### config.mk
export PLATFORM = sky130hd
export DESIGN_NAME = fsm_ctrl_v2
export DESIGN_NICKNAME = d
export VERILOG_FILES = /design/src/rtl/fsm_ctrl_pkg.sv /design/src/rtl/mem_wait_ctr.sv /design/src/rtl/fsm_ctrl_v2.sv
export SDC_FILE = /design/constraint.sdc
export NUM_CORES = 1
export LEC_CHECK = 0
export ABC_AREA = 1
export CORE_MARGIN = 2
export CORE_UTILIZATION = 50
export DETAILED_ROUTE_END_ITERATION = 10
export GPL_ROUTABILITY_DRIVEN = 0
export PLACE_DENSITY = 0.76
export SYNTH_ARGS = -nofsm -noshare
export SYNTH_HDL_FRONTEND = slang
export SYNTH_SLANG_ARGS = --single-unit
### constraint.sdc
create_clock -name clk -period 5.25 [get_ports clk]
set_input_delay 1.3125 -clock clk [delete_from_list [all_inputs] [get_ports clk]]
set_output_delay 1.3125 -clock clk [all_outputs]
set_load 0.1 [all_outputs]
### src/rtl/fsm_ctrl_pkg.sv
// Shared types and constants for the second-generation accumulator CPU controller.
package fsm_ctrl_pkg;

  typedef enum logic [3:0] {
    ST_INIT           = 4'd0,
    ST_FETCH_INS      = 4'd1,
    ST_FETCH_INS_WAIT = 4'd2,
    ST_DECODE         = 4'd3,
    ST_FETCH_OP       = 4'd4,
    ST_FETCH_OP_WAIT  = 4'd5,
    ST_EXE_ALU        = 4'd6,
    ST_EXE_JMP        = 4'd7,
    ST_STORE          = 4'd8,
    ST_STORE_WAIT     = 4'd9,
    ST_HALT           = 4'd10,
    ST_TRAP           = 4'd11
  } state_e;

  localparam logic [2:0] OP_NOR  = 3'b000;
  localparam logic [2:0] OP_LDA  = 3'b001;
  localparam logic [2:0] OP_ADD  = 3'b010;
  localparam logic [2:0] OP_ADDC = 3'b011;
  localparam logic [2:0] OP_STA  = 3'b100;
  localparam logic [2:0] OP_JZ   = 3'b101;
  localparam logic [2:0] OP_JCC  = 3'b110;
  localparam logic [2:0] OP_HLT  = 3'b111;

  localparam logic [2:0] UAL_NOP  = 3'b111;
  localparam logic [2:0] UAL_PASS = 3'b001;

  typedef enum logic [1:0] {
    TC_NONE    = 2'b00,
    TC_ILLEGAL = 2'b01,
    TC_BUS     = 2'b10
  } trap_cause_e;

  localparam int unsigned WAIT_CNT_W = 16;

  function automatic logic is_wait_state(input state_e s);
    return (s == ST_FETCH_INS_WAIT) || (s == ST_FETCH_OP_WAIT) || (s == ST_STORE_WAIT);
  endfunction

endpackage

### src/rtl/mem_wait_ctr.sv
// Memory wait counter: counts cycles spent in a wait state and reports
// access completion (fixed latency or mem_ready) and the mem_ready watchdog.
module mem_wait_ctr
  import fsm_ctrl_pkg::*;
#(
  parameter int unsigned MEM_LAT   = 1,
  parameter int unsigned USE_READY = 0,
  parameter int unsigned TIMEOUT   = 255
) (
  input  logic clk,
  input  logic rst,
  input  logic ce,
  input  logic in_wait_i,
  input  logic mem_ready_i,
  output logic done_o,
  output logic timeout_o
);

  localparam logic [WAIT_CNT_W-1:0] LAT_LAST = WAIT_CNT_W'(MEM_LAT - 32'd1);
  localparam logic [WAIT_CNT_W-1:0] TMO_LAST = WAIT_CNT_W'(TIMEOUT - 32'd1);
  localparam logic [WAIT_CNT_W-1:0] CNT_MAX  = {WAIT_CNT_W{1'b1}};

  logic [WAIT_CNT_W-1:0] cnt_q, cnt_d;

  // Completion and watchdog decode; both are meaningful only inside a wait state.
  always_comb begin
    done_o    = 1'b0;
    timeout_o = 1'b0;
    if (in_wait_i) begin
      if (USE_READY != 32'd0) begin
        done_o    = mem_ready_i;
        timeout_o = !mem_ready_i && (cnt_q == TMO_LAST);
      end else begin
        done_o    = (cnt_q == LAT_LAST);
        timeout_o = 1'b0;
      end
    end else begin
      done_o    = 1'b0;
      timeout_o = 1'b0;
    end
  end

  // Counter restarts outside wait states so every wait begins at zero; saturates at all-ones.
  always_comb begin
    cnt_d = cnt_q;
    if (!in_wait_i || done_o) begin
      cnt_d = {WAIT_CNT_W{1'b0}};
    end else if (cnt_q != CNT_MAX) begin
      cnt_d = cnt_q + {{(WAIT_CNT_W-1){1'b0}}, 1'b1};
    end else begin
      cnt_d = cnt_q;
    end
  end

  // Counter register, frozen while ce is low.
  always_ff @(posedge clk or posedge rst) begin
    if (rst) begin
      cnt_q <= {WAIT_CNT_W{1'b0}};
    end else if (ce) begin
      cnt_q <= cnt_d;
    end else begin
      cnt_q <= cnt_q;
    end
  end

endmodule

### src/rtl/fsm_ctrl_v2.sv
// Control FSM for the accumulator CPU: fetch/decode/operand/execute/store
// sequencing with configurable memory latency, watchdog and trap handling.
module fsm_ctrl_v2
  import fsm_ctrl_pkg::*;
#(
  parameter int unsigned MEM_LAT   = 1,
  parameter int unsigned USE_READY = 0,
  parameter int unsigned TIMEOUT   = 255
) (
  input  logic       clk,
  input  logic       rst,
  input  logic       ce,
  input  logic       boot,
  input  logic [2:0] code_op,
  input  logic       carry,
  input  logic       zero,
  input  logic       mem_ready,
  output logic       clear_PC,
  output logic       enable_PC,
  output logic       load_PC,
  output logic       load_RI,
  output logic       sel_ADR,
  output logic       load_R1,
  output logic       load_ACCU,
  output logic [2:0] sel_UAL,
  output logic       clear_carry,
  output logic       load_carry,
  output logic       enable_mem,
  output logic       W_mem,
  output logic       halted,
  output logic       trap,
  output logic [1:0] trap_cause,
  output logic       instr_done
);

  state_e      state_q, state_d;
  trap_cause_e cause_q, cause_d;

  logic in_wait_s, done_s, timeout_s;
  logic abort_s, done_ok_s, tmo_ok_s, jmp_taken_s;

  assign in_wait_s   = is_wait_state(state_q);
  // boot wins over completion and watchdog so an abandoned access never retires.
  assign abort_s     = boot & ce;
  assign done_ok_s   = done_s & ~abort_s;
  assign tmo_ok_s    = timeout_s & ~abort_s;
  assign jmp_taken_s = ((code_op == OP_JCC) && !carry) || ((code_op == OP_JZ) && zero);
  assign trap_cause  = cause_q;

  mem_wait_ctr #(
    .MEM_LAT   (MEM_LAT),
    .USE_READY (USE_READY),
    .TIMEOUT   (TIMEOUT)
  ) u_wait (
    .clk         (clk),
    .rst         (rst),
    .ce          (ce),
    .in_wait_i   (in_wait_s),
    .mem_ready_i (mem_ready),
    .done_o      (done_s),
    .timeout_o   (timeout_s)
  );

  // Next-state and control decode.
  always_comb begin
    state_d     = state_q;
    cause_d     = cause_q;
    clear_PC    = 1'b0;
    enable_PC   = 1'b0;
    load_PC     = 1'b0;
    load_RI     = 1'b0;
    sel_ADR     = 1'b0;
    load_R1     = 1'b0;
    load_ACCU   = 1'b0;
    sel_UAL     = UAL_NOP;
    clear_carry = 1'b0;
    load_carry  = 1'b0;
    enable_mem  = 1'b0;
    W_mem       = 1'b0;
    halted      = 1'b0;
    trap        = 1'b0;
    instr_done  = 1'b0;

    case (state_q)
      ST_INIT: begin
        clear_PC    = 1'b1;
        clear_carry = 1'b1;
        state_d     = ST_FETCH_INS;
      end
      ST_FETCH_INS: begin
        enable_mem = 1'b1;
        state_d    = ST_FETCH_INS_WAIT;
      end
      ST_FETCH_INS_WAIT: begin
        if (tmo_ok_s) begin
          state_d = ST_TRAP;
          cause_d = TC_BUS;
        end else begin
          enable_mem = 1'b1;
          load_RI    = done_ok_s;
          state_d    = done_ok_s ? ST_DECODE : ST_FETCH_INS_WAIT;
        end
      end
      ST_DECODE: begin
        sel_ADR = 1'b1;
        case (code_op)
          OP_STA:                           state_d = ST_STORE;
          OP_JCC, OP_JZ:                    state_d = ST_EXE_JMP;
          OP_HLT:                           state_d = ST_HALT;
          OP_NOR, OP_LDA, OP_ADD, OP_ADDC:  state_d = ST_FETCH_OP;
          default: begin
            state_d = ST_TRAP;
            cause_d = TC_ILLEGAL;
          end
        endcase
      end
      ST_FETCH_OP: begin
        sel_ADR    = 1'b1;
        enable_mem = 1'b1;
        state_d    = ST_FETCH_OP_WAIT;
      end
      ST_FETCH_OP_WAIT: begin
        if (tmo_ok_s) begin
          state_d = ST_TRAP;
          cause_d = TC_BUS;
        end else begin
          sel_ADR    = 1'b1;
          enable_mem = 1'b1;
          load_R1    = done_ok_s;
          state_d    = done_ok_s ? ST_EXE_ALU : ST_FETCH_OP_WAIT;
        end
      end
      ST_EXE_ALU: begin
        sel_ADR    = 1'b1;
        load_ACCU  = 1'b1;
        enable_PC  = 1'b1;
        instr_done = 1'b1;
        sel_UAL    = (code_op == OP_LDA) ? UAL_PASS : code_op;
        load_carry = code_op[1];
        state_d    = ST_FETCH_INS;
      end
      ST_EXE_JMP: begin
        sel_ADR     = 1'b1;
        instr_done  = 1'b1;
        load_PC     = jmp_taken_s;
        enable_PC   = ~jmp_taken_s;
        clear_carry = ~jmp_taken_s && (code_op == OP_JCC);
        state_d     = ST_FETCH_INS;
      end
      ST_STORE: begin
        sel_ADR    = 1'b1;
        enable_mem = 1'b1;
        W_mem      = 1'b1;
        state_d    = ST_STORE_WAIT;
      end
      ST_STORE_WAIT: begin
        if (tmo_ok_s) begin
          state_d = ST_TRAP;
          cause_d = TC_BUS;
        end else begin
          sel_ADR    = 1'b1;
          enable_mem = 1'b1;
          enable_PC  = done_ok_s;
          instr_done = done_ok_s;
          state_d    = done_ok_s ? ST_FETCH_INS : ST_STORE_WAIT;
        end
      end
      ST_HALT: begin
        halted = 1'b1;
      end
      ST_TRAP: begin
        trap = 1'b1;
      end
      default: begin
        state_d = ST_INIT;
      end
    endcase

    if (abort_s) begin
      state_d = ST_INIT;
      cause_d = TC_NONE;
    end else begin
      cause_d = cause_d;
    end
  end

  // State and trap-cause registers, frozen while ce is low.
  always_ff @(posedge clk or posedge rst) begin
    if (rst) begin
      state_q <= ST_INIT;
      cause_q <= TC_NONE;
    end else if (ce) begin
      state_q <= state_d;
      cause_q <= cause_d;
    end else begin
      state_q <= state_q;
      cause_q <= cause_q;
    end
  end

endmodule
==> impl_metrics.csv <==
group,metric,value,unit
outcome,status,"completed",
timing,worst_pin_slew,970.3,ps
finish,drive_gt1_share,15.07,%
clock_tree,hold_buffers,0,
finish,syn2layout_area_growth,15.89,%
worst_setup_path,crit_fanout,3,
worst_setup_path,cp.arrival,2810,ps
worst_setup_path,worstSetupPathType,"input port to primary output",
finish,antenna_cells,0,
detailed_routing,routed_wl,3926,um
detailed_routing,drc_errors,0,
synthesis,synth_commonest_cells,"nand2_1 (72), nor2_1 (42), inv_1 (29)",
timing,finalWorstPathRequiredPeriod,4124,ps
hold_path,min_path_type,"register to register",
worst_setup_path,max_stage_delay,500,ps
worst_setup_path,crit_required,3940,ps
synthesis,syn_area,0.001740,mm2
timing,drv_slew,0,
clock_tree,cts_buffer_depth,2,
timing,setup_violations,0,
timing,max_slew_margin,35.11,%
finish,finish.utilization,60.44,%
finish,stdcell_area,0.002017,mm2
synthesis,synthFlopType,"dfrtp_1",
worst_setup_path,crit_family,"buffers and inverters",
synthesis,yosysWarningCount,0,
detailed_routing,drtPass1Iterations,4,
synthesis,yosysMostFrequentCell,"nand2_1",
synthesis,yosys.area.top_type_share,28.76,%
timing,tns,0,ps
synthesis,synth_edf_count,0,
global_routing,grt_use_total,21.39,%
synthesis,syn_inst,266,
worst_setup_path,worstPathCellList,"clkdlybuf4s50_1 -> inv_1 -> ha_1 -> nand3_1 -> o21a_1 -> nand2_1 -> o22ai_1 -> buf_4",
worst_setup_path,cp-end-kind,"primary output",
detailed_routing,routedWlPerCell,11.62,um
clock_tree,cts_setup_buffers,0,
floorplan,die_w,63,um
clock_tree,cts.sinks,20,
floorplan,core,0.003337,mm2
clock_tree,cts_resized,0,
floorplan,initial_utilization,52.16,%
synthesis,synth_top_cell_by_area,"dfrtp_1",
floorplan,io_pins,29,
synthesis,synth_area_leaders,"dfrtp_1 (29%), nand2_1 (16%), nor2_1 (9.1%), nand3_1 (6.3%), inv_1 (6.3%)",
detailed_routing,vias,1713,
floorplan,die_h,63,um
finish,finalNetCount,308,
synthesis,ys_ff_latch,20,
synthesis,syn_area_per_cell,6.543,um2
detailed_routing,first_iter_violations,73,
detailed_routing,antenna_left,0,
clock_tree,cts_max_level,1,
timing,fmax,242.5,MHz
pwr,p_leak,0.9777,nW
timing,finalHoldViolations,0,
clock_tree,path_clk_slew,120,ps
run,maxCapViolations,0,
timing,rsz0062_at_grt,"no",
timing,finClkSkew,2.341,ps
clock_tree,clk_latency,310,ps
worst_setup_path,path_buf_inv,3,
place,numPortBuffers,25,
synthesis,ys_types,32,
place,postPlaceCellArea,0.001981,mm2
synthesis,async_reset_ff_share,100.0,%
global_routing,antenna_found_initial,0,
synthesis,ys_seq_area_share,28.76,%
clock_tree,cts_tree,"done",
timing,fin_crit_sh,78.55,%
pwr,powerDensity,384.1,mW/mm2
global_routing,overflow,0,
floorplan,die_area,0.003969,mm2
global_routing,grt_pass1_wl,6796,um
pwr,ir_worst_vdd,0.3200,mV
clock_tree,root_buffer,"clkbuf_4",
place,dp_hpwl,3089,um
floorplan,rows,21,
worst_setup_path,slowest_stage,"clkdlybuf4s50_1",
worst_setup_path,crit_path_start_kind,"input port",
clock_tree,cts_buffers,3,
global_routing,grt_max_degree,21,
detailed_routing,via_per_inst,5.068,
pwr,totalPowerFinal,0.7747,mW
global_routing,grt_pass1_vias,1514,
cells by family (layout without fill, tap and decap cells):
kind of cell	count (synthesis)	in the layout	synth area share [%]
buf+inv	38	63	10.28
simple gates	167	167	43.85
other cells	1	2	0.2155
xor+xnor	5	5	2.516
compound gates	30	30	10.78
flops	20	20	28.76
fa+ha+maj	5	5	3.595
placed cells by master (no fill, tap or decap), types with 2 or more instances in the layout:
cell and count:
a21oi_1 4, buf_4 10, clkbuf_4 3, clkdlybuf4s50_1 15
conb_1 2, dfrtp_1 20, ha_1 5, inv_1 29
inv_2 4, nand2_1 72, nand2_2 6, nand2_4 6
nand3_1 22, nand4_1 8, nor2_1 42, nor2_2 4
nor3_1 3, o21ai_0 11, o21ai_1 3, o21ai_2 6
o21bai_1 2, xor2_1 4
flip-flops by register name (all words and copies together), names as in the netlist:
| register | count |
|---|---|
| u_wait.cnt_q | 16 |
| state_q | 4 |
power by group:
group	total (mW)	internal, mW	switching (mW)
combinational	0.496	0.113	0.384
sequential	0.184	0.165	0.0193
clock	0.0940	0.0424	0.0516
area by class of cell:
class / count / area, um2
clock buffer: 4 / 36.28
fill: 329 / 1320
inverter: 34 / 132.6
multi-input combinational: 209 / 1065
sequential: 20 / 500.5
tap: 46 / 57.56
timing repair buffer: 25 / 225.2
path summary, 6_finish.rpt:
check                                 start                to  slack, ps  depth (start not counted)
max                              code_op[1]       clear_carry       1130                          8
min reg2reg                u_wait.cnt_q[15]  u_wait.cnt_q[15]        540                          2
max in group asynchronous               rst   u_wait.cnt_q[8]       3360                          2
max reg2reg                 u_wait.cnt_q[0]  u_wait.cnt_q[12]       3320                          8
min in group asynchronous               rst  u_wait.cnt_q[10]       1420                          2
min                        u_wait.cnt_q[15]  u_wait.cnt_q[15]        540                          2
metal layers:
metal	global-route usage, %	vias to the layer above	routed length [um]
li1	-	897	-
met1	31.61	773	2002
met2	31.52	37	1687
met3	3.604	6	180
met4	6.667	0	55
met5	0	-	0
per-stage QoR:
stage               instances  hold slack [ps]  worst slack (ps)
global placement          334            493.4              1150
finish                    338            544.6              1126
floorplan                 267            477.5             394.3
global route              338            587.4             999.7
CTS                       338            539.4              1118
detailed placement        334            510.8              1124
worst min-delay path, cell delays in order, from the launching register on:
cell	delay [ps]
dfrtp_1	400
nand2_1	70
o21ai_2	50
Note: power is estimated with default switching activity, not from simulation.
